$ cat src/rtl/cp_arbiter_pkg.sv
// cp_arbiter_pkg: types and constants shared by the CDB arbiter and stage_cp.
//   NUM_FU     number of functional-unit result ports (ALU x2, MULT, LOAD, BRANCH)
//   CDB_WIDTH  CDB slots per cycle; must match the stage_cp width
//   EX_PACKET  FU result packet; .valid doubles as the arbitration request
package cp_arbiter_pkg;

  localparam int NUM_FU    = 5;
  localparam int CDB_WIDTH = 3;
  localparam int FU_IDX_W  = $clog2(NUM_FU);

  typedef struct packed {
    logic [31:0] NPC;
    logic [31:0] value;
    logic [5:0]  T;
    logic        halt;
    logic        branch_taken;
    logic        valid;
  } EX_PACKET;

endpackage

$ cat src/rtl/cp_arbiter_rr_multi_select.sv
// rr_multi_select: combinational round-robin picker that grants up to
// CDB_WIDTH of NUM_FU requesters, scanning from rr_ptr with wrap-around.
//   req         request vector, one bit per FU
//   rr_ptr      FU index where the scan starts
//   grant       one-hot-per-FU grant vector
//   slot_idx    FU index feeding each CDB slot, compacted lowest-first
//   slot_valid  slot is occupied
//   next_ptr    last granted FU + 1 (mod NUM_FU), or rr_ptr if nothing granted
module rr_multi_select
  import cp_arbiter_pkg::*;
(
  input  logic [NUM_FU-1:0]                   req,
  input  logic [FU_IDX_W-1:0]                 rr_ptr,
  output logic [NUM_FU-1:0]                   grant,
  output logic [CDB_WIDTH-1:0][FU_IDX_W-1:0]  slot_idx,
  output logic [CDB_WIDTH-1:0]                slot_valid,
  output logic [FU_IDX_W-1:0]                 next_ptr
);

  always_comb begin
    int cnt;
    int idx;
    grant      = '0;
    slot_idx   = '0;
    slot_valid = '0;
    next_ptr   = rr_ptr;
    cnt        = 0;
    idx        = 0;
    for (int k = 0; k < NUM_FU; k++) begin
      idx = int'(rr_ptr) + k;
      if (idx >= NUM_FU) idx = idx - NUM_FU;
      if (req[idx] && cnt < CDB_WIDTH) begin
        grant[idx]      = 1'b1;
        slot_idx[cnt]   = FU_IDX_W'(idx);
        slot_valid[cnt] = 1'b1;
        cnt             = cnt + 1;
        next_ptr        = (idx == NUM_FU - 1) ? '0 : FU_IDX_W'(idx + 1);
      end
    end
  end

endmodule

$ cat src/rtl/cp_arbiter.sv
// cp_arbiter: packs up to CDB_WIDTH FU results per cycle onto the registered
// CDB slots feeding stage_cp, with round-robin fairness across FUs.
//   clock           system clock
//   reset           synchronous, active-high
//   squash          mispredict flush; blocks grants and empties the slots
//   fu_packet_in    FU results; .valid is the request
//   fu_ready        combinational grant; FU may retire its packet at the edge
//   cp_packet_out   registered CDB slots (1-cycle latency)
//   grant_count     (CP_PERF_CNT_EN only) cumulative granted packets
//   conflict_count  (CP_PERF_CNT_EN only) cycles with > CDB_WIDTH requests
// Optional feature macro: CP_PERF_CNT_EN
module cp_arbiter
  import cp_arbiter_pkg::*;
(
  input  logic                         clock,
  input  logic                         reset,
  input  logic                         squash,
  input  EX_PACKET [NUM_FU-1:0]        fu_packet_in,
  output logic     [NUM_FU-1:0]        fu_ready,
`ifdef CP_PERF_CNT_EN
  output logic     [31:0]              grant_count,
  output logic     [31:0]              conflict_count,
`endif
  output EX_PACKET [CDB_WIDTH-1:0]     cp_packet_out
);

  logic [FU_IDX_W-1:0]                rr_ptr;
  logic [NUM_FU-1:0]                  req;
  logic [NUM_FU-1:0]                  grant;
  logic [CDB_WIDTH-1:0][FU_IDX_W-1:0] slot_idx;
  logic [CDB_WIDTH-1:0]               slot_valid;
  logic [FU_IDX_W-1:0]                next_ptr;

  // Gating the requests (rather than the grants) keeps fu_ready, slots and
  // the pointer update consistent: a squash/reset cycle simply has no grants.
  always_comb begin
    req = '0;
    for (int i = 0; i < NUM_FU; i++)
      req[i] = fu_packet_in[i].valid & ~squash & ~reset;
  end

  rr_multi_select u_sel (
    .req        (req),
    .rr_ptr     (rr_ptr),
    .grant      (grant),
    .slot_idx   (slot_idx),
    .slot_valid (slot_valid),
    .next_ptr   (next_ptr)
  );

  assign fu_ready = grant;

  always_ff @(posedge clock) begin
    if (reset) begin
      cp_packet_out <= '0;
      rr_ptr        <= '0;
    end else if (squash) begin
      cp_packet_out <= '0;
    end else begin
      // Empty slots are forced to zero so no stale field reaches stage_cp.
      for (int k = 0; k < CDB_WIDTH; k++)
        cp_packet_out[k] <= slot_valid[k] ? fu_packet_in[slot_idx[k]] : '0;
      if (|grant) rr_ptr <= next_ptr;
    end
  end

`ifdef CP_PERF_CNT_EN
  always_ff @(posedge clock) begin
    if (reset) begin
      grant_count    <= '0;
      conflict_count <= '0;
    end else if (!squash) begin
      grant_count <= grant_count + 32'($countones(grant));
      if ($countones(req) > CDB_WIDTH) conflict_count <= conflict_count + 32'd1;
    end
  end
`endif

endmodule
$ cat config.mk
export PLATFORM = sky130hd
export DESIGN_NAME = cp_arbiter
export DESIGN_NICKNAME = d
export VERILOG_FILES = /design/src/rtl/cp_arbiter_pkg.sv /design/src/rtl/cp_arbiter_rr_multi_select.sv /design/src/rtl/cp_arbiter.sv
export SDC_FILE = /design/constraint.sdc
export NUM_CORES = 1
export LEC_CHECK = 0
export BUFFER_PORTS_ARGS = -buffer_cell sky130_fd_sc_hd__buf_4
export CAP_MARGIN = 15
export CORE_AREA = 3 3 229 231
export CTS_CLUSTER_SIZE = 16
export DETAILED_ROUTE_END_ITERATION = 12
export DIE_AREA = 0 0 232 234
export GPL_ROUTABILITY_DRIVEN = 0
export GPL_TIMING_DRIVEN = 1
export MAX_ROUTING_LAYER = met4
export SYNTH_ARGS = -nofsm -noshare
export SYNTH_HDL_FRONTEND = slang
export SYNTH_HIERARCHICAL = 1
export SYNTH_SLANG_ARGS = --single-unit
$ cat constraint.sdc
create_clock -name clock -period 22.3 [get_ports clock]
set_input_delay 4.46 -clock clock [delete_from_list [all_inputs] [get_ports clock]]
set_output_delay 4.46 -clock clock [all_outputs]
set_load 0.01 [all_outputs]
Yosys cells after proc, flatten, opt, wreduce, memory -nomap -nowiden
Index checks and enable logic that the tools add are counted.

storage, ports and cells
  flip-flop bits (word level) = 222
  bits of input ports = 368
  output and inout bits = 224
  logic and storage cells = 198

operators by class
  $add $sub $neg = 17
  $lt $le $gt $ge = 30
  equality and inequality tests = 5
  multiplexer cells = 85
  bitwise operators = 23
  reduce and logical (&&, ||, !) cells = 19

operators with widths
  operator               count
  $bmux 73 s3            3
  $ge 32x1->1 const B    8
  $mux 32                8
  $mux 73                3
  $eq 32x4->1 const B    5
  $lt 32x5->1 const B    5
  $ge 32x4->1 const B    4
  $sub 32x4->32 const B  4
  $lt 32x3->1 const B    3
  $lt 32x4->1 const B    3
  $add 32x2->32 const B  2
  $mux 3                 19
  $bwmux 9               4
  $mux 9                 4
  $mux 5                 5
  $demux 3 s2            4
  $mux 1                 21
  $or 5x5->5             4
  $add 3x2->3 const B    5
  $bmux 1 s3             5
  $demux 1 s3            5
  $logic_and 1x1->1      13
  $lt 3x4->1 const B     3
  $and 1x1->1            10
  17 further kinds       29

Logic depth before layout (Yosys ltp)
  depth in word-level cells = 24
  gate-level depth with buffers = 29
  depth with buffers taken out = 23

Cells and area by module
Netlist, hierarchy kept.

modules (own cells, without submodules)
  module           times used  cells an instance  area each (µm²)  sequential area each (µm²)
  cp_arbiter       1           1499               13317.8          4444.3
  rr_multi_select  1           364                2558.7           0.0

Worst setup path after synthesis
OpenSTA, ideal clock, no wires.

  path type = input to output
  start point = input reset
  end point = output fu_ready[2]
  data arrival time = 8.726 ns
  required time = 17.840 ns
  path slack = 9.114 ns
  stages = 20
  path through = nor2_2 buf_6 and2_1 a21oi_1 o21ai_0 o2bb2ai_1 o22ai_1 nor2_1 inv_1 buf_2 ha_1 o31ai_2 nand2_1 ha_1 or4_1 and2_1 clkbuf_1 or3_1 o32ai_1 a211o_1

on the way
  cells in the longest elaborated chain, start to end = 18

ends and longest elaborated chain
  item                                        RTL line                          source
  from (decl)                                 cp_arbiter.sv:16                  input logic reset,
  $not 1->1 (*)                               cp_arbiter.sv:39                  req[i] = fu_packet_in[i].valid & ~squash & ~reset;
  $and 1x1->1 (*)                             cp_arbiter.sv:39
  via req[0]                                  cp_arbiter.sv:28                  logic [NUM_FU-1:0] req;
  $bmux 1 s3                                  cp_arbiter_rr_multi_select.sv:32  if (req[idx] && cnt < CDB_WIDTH) begin
  $mux 1 (not written as such) (2 in series)  cp_arbiter_rr_multi_select.sv:32
  $mux 1                                      cp_arbiter_rr_multi_select.sv:32
  $lt 1x2->1                                  cp_arbiter_rr_multi_select.sv:32
  $logic_and 1x1->1                           cp_arbiter_rr_multi_select.sv:32
  [... 2 more ...]                            --
  $logic_and 1x1->1                           cp_arbiter_rr_multi_select.sv:32
  $mux 32                                     cp_arbiter_rr_multi_select.sv:32
  $lt 32x3->1                                 cp_arbiter_rr_multi_select.sv:32
  $logic_and 1x1->1                           cp_arbiter_rr_multi_select.sv:32
  $mux 32                                     cp_arbiter_rr_multi_select.sv:32
  $lt 32x3->1                                 cp_arbiter_rr_multi_select.sv:32
  $logic_and 1x1->1                           cp_arbiter_rr_multi_select.sv:32
  $mux 5 (*)                                  cp_arbiter_rr_multi_select.sv:32
  to (decl)                                   cp_arbiter.sv:19                  output logic [NUM_FU-1:0] fu_ready,

The timed path passes the listed nets; every way through them passes the cells marked *. The select of a mux whose other input is x is not followed.

Worst setup path in the final report
  start point = input reset
  end point = output fu_ready[4]

Same word-level chain as after synthesis.

==> metrics.txt <==
Critical Path Fanout Max=24; clock root cell=clkbuf_16; remaining routing DRC violations=0; sequential area share after synthesis=27.99%; htree depth=1; VDD IR max=0.3421 mV; worst hold start=rr_ptr[2]; Vias/cell=5.807; share of flip-flops with an asynchronous set or reset=0%; CTS buffer count=29; Layout area overhead=34.73%; Netlist cell types=81; Starting Density=31.58%; CTS resizes=0; Core Rows=82; largest net degree at the start of global routing=150; fin area=0.02139 mm²; Slew Limit Headroom=19.84%; commonest non-fill, non-tap cell in the layout=buf_4; Critical path buffers and inverters=3; worst skew pair latency=590 ps; Area after DPL=0.02046 mm²; highest metal layer with signal wires=met4; Crit path max-delay family=simple AND/OR/NAND/NOR gates; Max Cap Viol=0; Final TNS setup=0 ps; wl on met1=30.04 mm; Final Setup Violations=0; R2R Path Start=rr_ptr[1]; Routed wire per std cell=24.97 µm; CP cell instances=buf_4 > nor2_2 > and2_1 > o21ai_0 > o21ai_0 > o2bb2ai_1 > o22ai_1 > nor2_1 > inv_1 > ha_1 > o31ai_2 > nand2_1 > ha_1 > or4_1 > nand2_1 > a31o_2 > nor3_1 > a2111o_1 > buf_4; drt pass-1 iters=7; clock sink count=222; Post CTS Setup Buffer Count=0; P_leak=8.820 nW; Hold/Removal Path Class=reg -> reg; crit share post-route=66.55%; Netlist Area Pre-Place=0.01588 mm²; Critical Path Start=reset; post-route ant nets=0; clk buf depth=3; post-synthesis register bit count=222; global route overflow=0; clk_skew=9.139 ps; Initial DRC Count=1438; total track usage=26.61%; TritonCTS clock tree=done; worst path arrival time=10380 ps; Synth area leaders=mux2i_1 28%, dfxtp_1 28%, o22ai_1 8.7%; initial antenna violation count=4; Post-Syn Area per Cell=8.522 µm²; share of cells above drive strength 1=29.47%; cell taking the most area after synthesis=mux2i_1; chip width=232 µm; pwr/cell area=175.5 mW/mm²; Ys Warns=6; Place WS=7572 ps; die area=0.05429 mm²; Synth top area share=28.43%; first-pass GRT wire length=109.1 mm; Core Util, Final=42.55%; Slew @ Worst Pin=1177 ps; Synth Flop Type=dfxtp_1; critical path startpoint category=input port; core region area=0.05027 mm²; min cycle time layout=14840 ps; HPWL Detailed=51.75 mm; post-synthesis mux area share=29.24%; Max Freq=0.06738 GHz; simple logic cell fraction of the synthesized area=10.28%; CP Capture Type=output pin; max incr delay on CP=600 ps; IO Pins=592; Detail Route met2 WL=35.55 mm; worst setup path class=in -> out; Critical Path RT=17840 ps; status=completed; number of synthesized flops with an enable pin=0; most frequent cells in the layout=617 x buf_4, 445 x mux2i_1, 246 x nor2_1, 245 x a21oi_1, 222 x dfxtp_1; clock-pin slew on the worst setup and hold paths=50 ps; Synth Area in Adders=2.616%; RSZ-0062 raised after global routing=false; final WL=75.86 mm; chip height=234 µm; CP max stage cell=nand2_1; Mapped Nets=2263; Final WS setup=7460 ps; Layout Nets=2746; Mapped Cells=1863; xor/xnor share of the synthesized area=0.2758%; Final Max Slew Viols=0; PortBufs=591; largest family of logic cells by synthesized area=multiplexers; cts-stage hold buffer count=0; metal3 WL=7.030 mm; final hold violations=0; number of global-route vias before repair=17660; total number of vias=17640; Compound-Gate Fraction of Synth Area=22.52%
## cells by family after synthesis
| logic type | count (synthesis) |
|---|---|
| compound gates | 584 |
| mux | 462 |
| simple gates | 367 |
| flops | 222 |
| buf+inv | 191 |
| fa+ha+maj | 32 |
| xor+xnor | 5 |
## cells in the mapped netlist (4+ instances only)
cell type / n
buf_4: 13
a221o_1: 4
nand2b_1: 11
dfxtp_1: 222
mux2i_1: 451
buf_6: 36
nor2_1: 246
o311ai_0: 5
a211o_1: 6
a21oi_1: 245
mux2_1: 4
ha_1: 30
nor3_1: 16
clkbuf_1: 40
a2bb2oi_1: 5
o21ai_0: 15
inv_1: 22
o211ai_1: 8
buf_2: 68
a211oi_1: 6
and2_1: 11
a21o_1: 8
o21ai_1: 5
nand3_1: 11
buf_1: 8
mux2_2: 6
nand2_1: 32
nand3b_1: 5
xnor2_1: 4
a2111oi_0: 5
o22ai_1: 220
nor2b_1: 6
a32oi_1: 6
## final timing paths
check | to | slack, ps | depth (start not counted)
worst min register to register | rr_ptr[2] | 760 | 3
worst max register to register | cp_packet_out[139] | 12330 | 21
worst max-delay path | fu_ready[4] | 7460 | 19
worst min-delay path | rr_ptr[2] | 760 | 3
## worst register-to-register path, stage by stage, from the launching register on
cell and delay, ps:
dfxtp_1 720, inv_1 420, ha_1 1070, nor3b_1 130, a22o_1 230, a21boi_0 450, o22ai_1 220, nor2_1 370
inv_1 280, ha_1 450, o31ai_2 550, nand2_1 220, ha_1 260, or4_1 530, and2_1 250, or3_1 360
a21oi_2 420, mux2i_4 1040, nor2b_2 290, nand3_4 490, buf_4 730, o22ai_1 290
## per-layer routing
layer | up-vias | GRT usage [%]
met5 | - | -
li1 | 7910 | -
met1 | 8474 | 31.53
met4 | 0 | 11.64
met2 | 1057 | 43.50
met3 | 200 | 5.819
## where the power goes
part / internal, mW / leakage [nW] / total, mW / switching (mW)
registers: 0.469 / 1.80 / 0.495 / 0.0264
logic: 1.08 / 6.57 / 2.79 / 1.72
clock network: 0.276 / 0.450 / 0.465 / 0.189
## area by class of cell
cell class                      count  area [µm²]
Antenna cell                        4       10.01
Inverter                           24       90.09
Tap cell                          672       840.8
Clock inverter                      7       102.6
Clock buffer                       40       817.0
Sequential cell                   222        4444
Fill cell                        5020       28880
Timing Repair Buffer              619        4672
Multi-Input combinational cell   1450       10410
## through the flow
stage	total power [mW]	hold WS [ps]	instances
2_1_floorplan	2.520	544.3	1863
3_3_place_gp	3.219	754.7	2987
3_5_place_dp	3.251	763.6	2987
4_1_cts	3.729	772.2	3034
5_1_grt	3.974	840.9	3038
6_report	3.755	764.4	3038
## state kept, by name, summed over array words and instances, names as in the netlist
name           count
cp_packet_out    219
rr_ptr             3
Power figures use the tool's default switching activity.
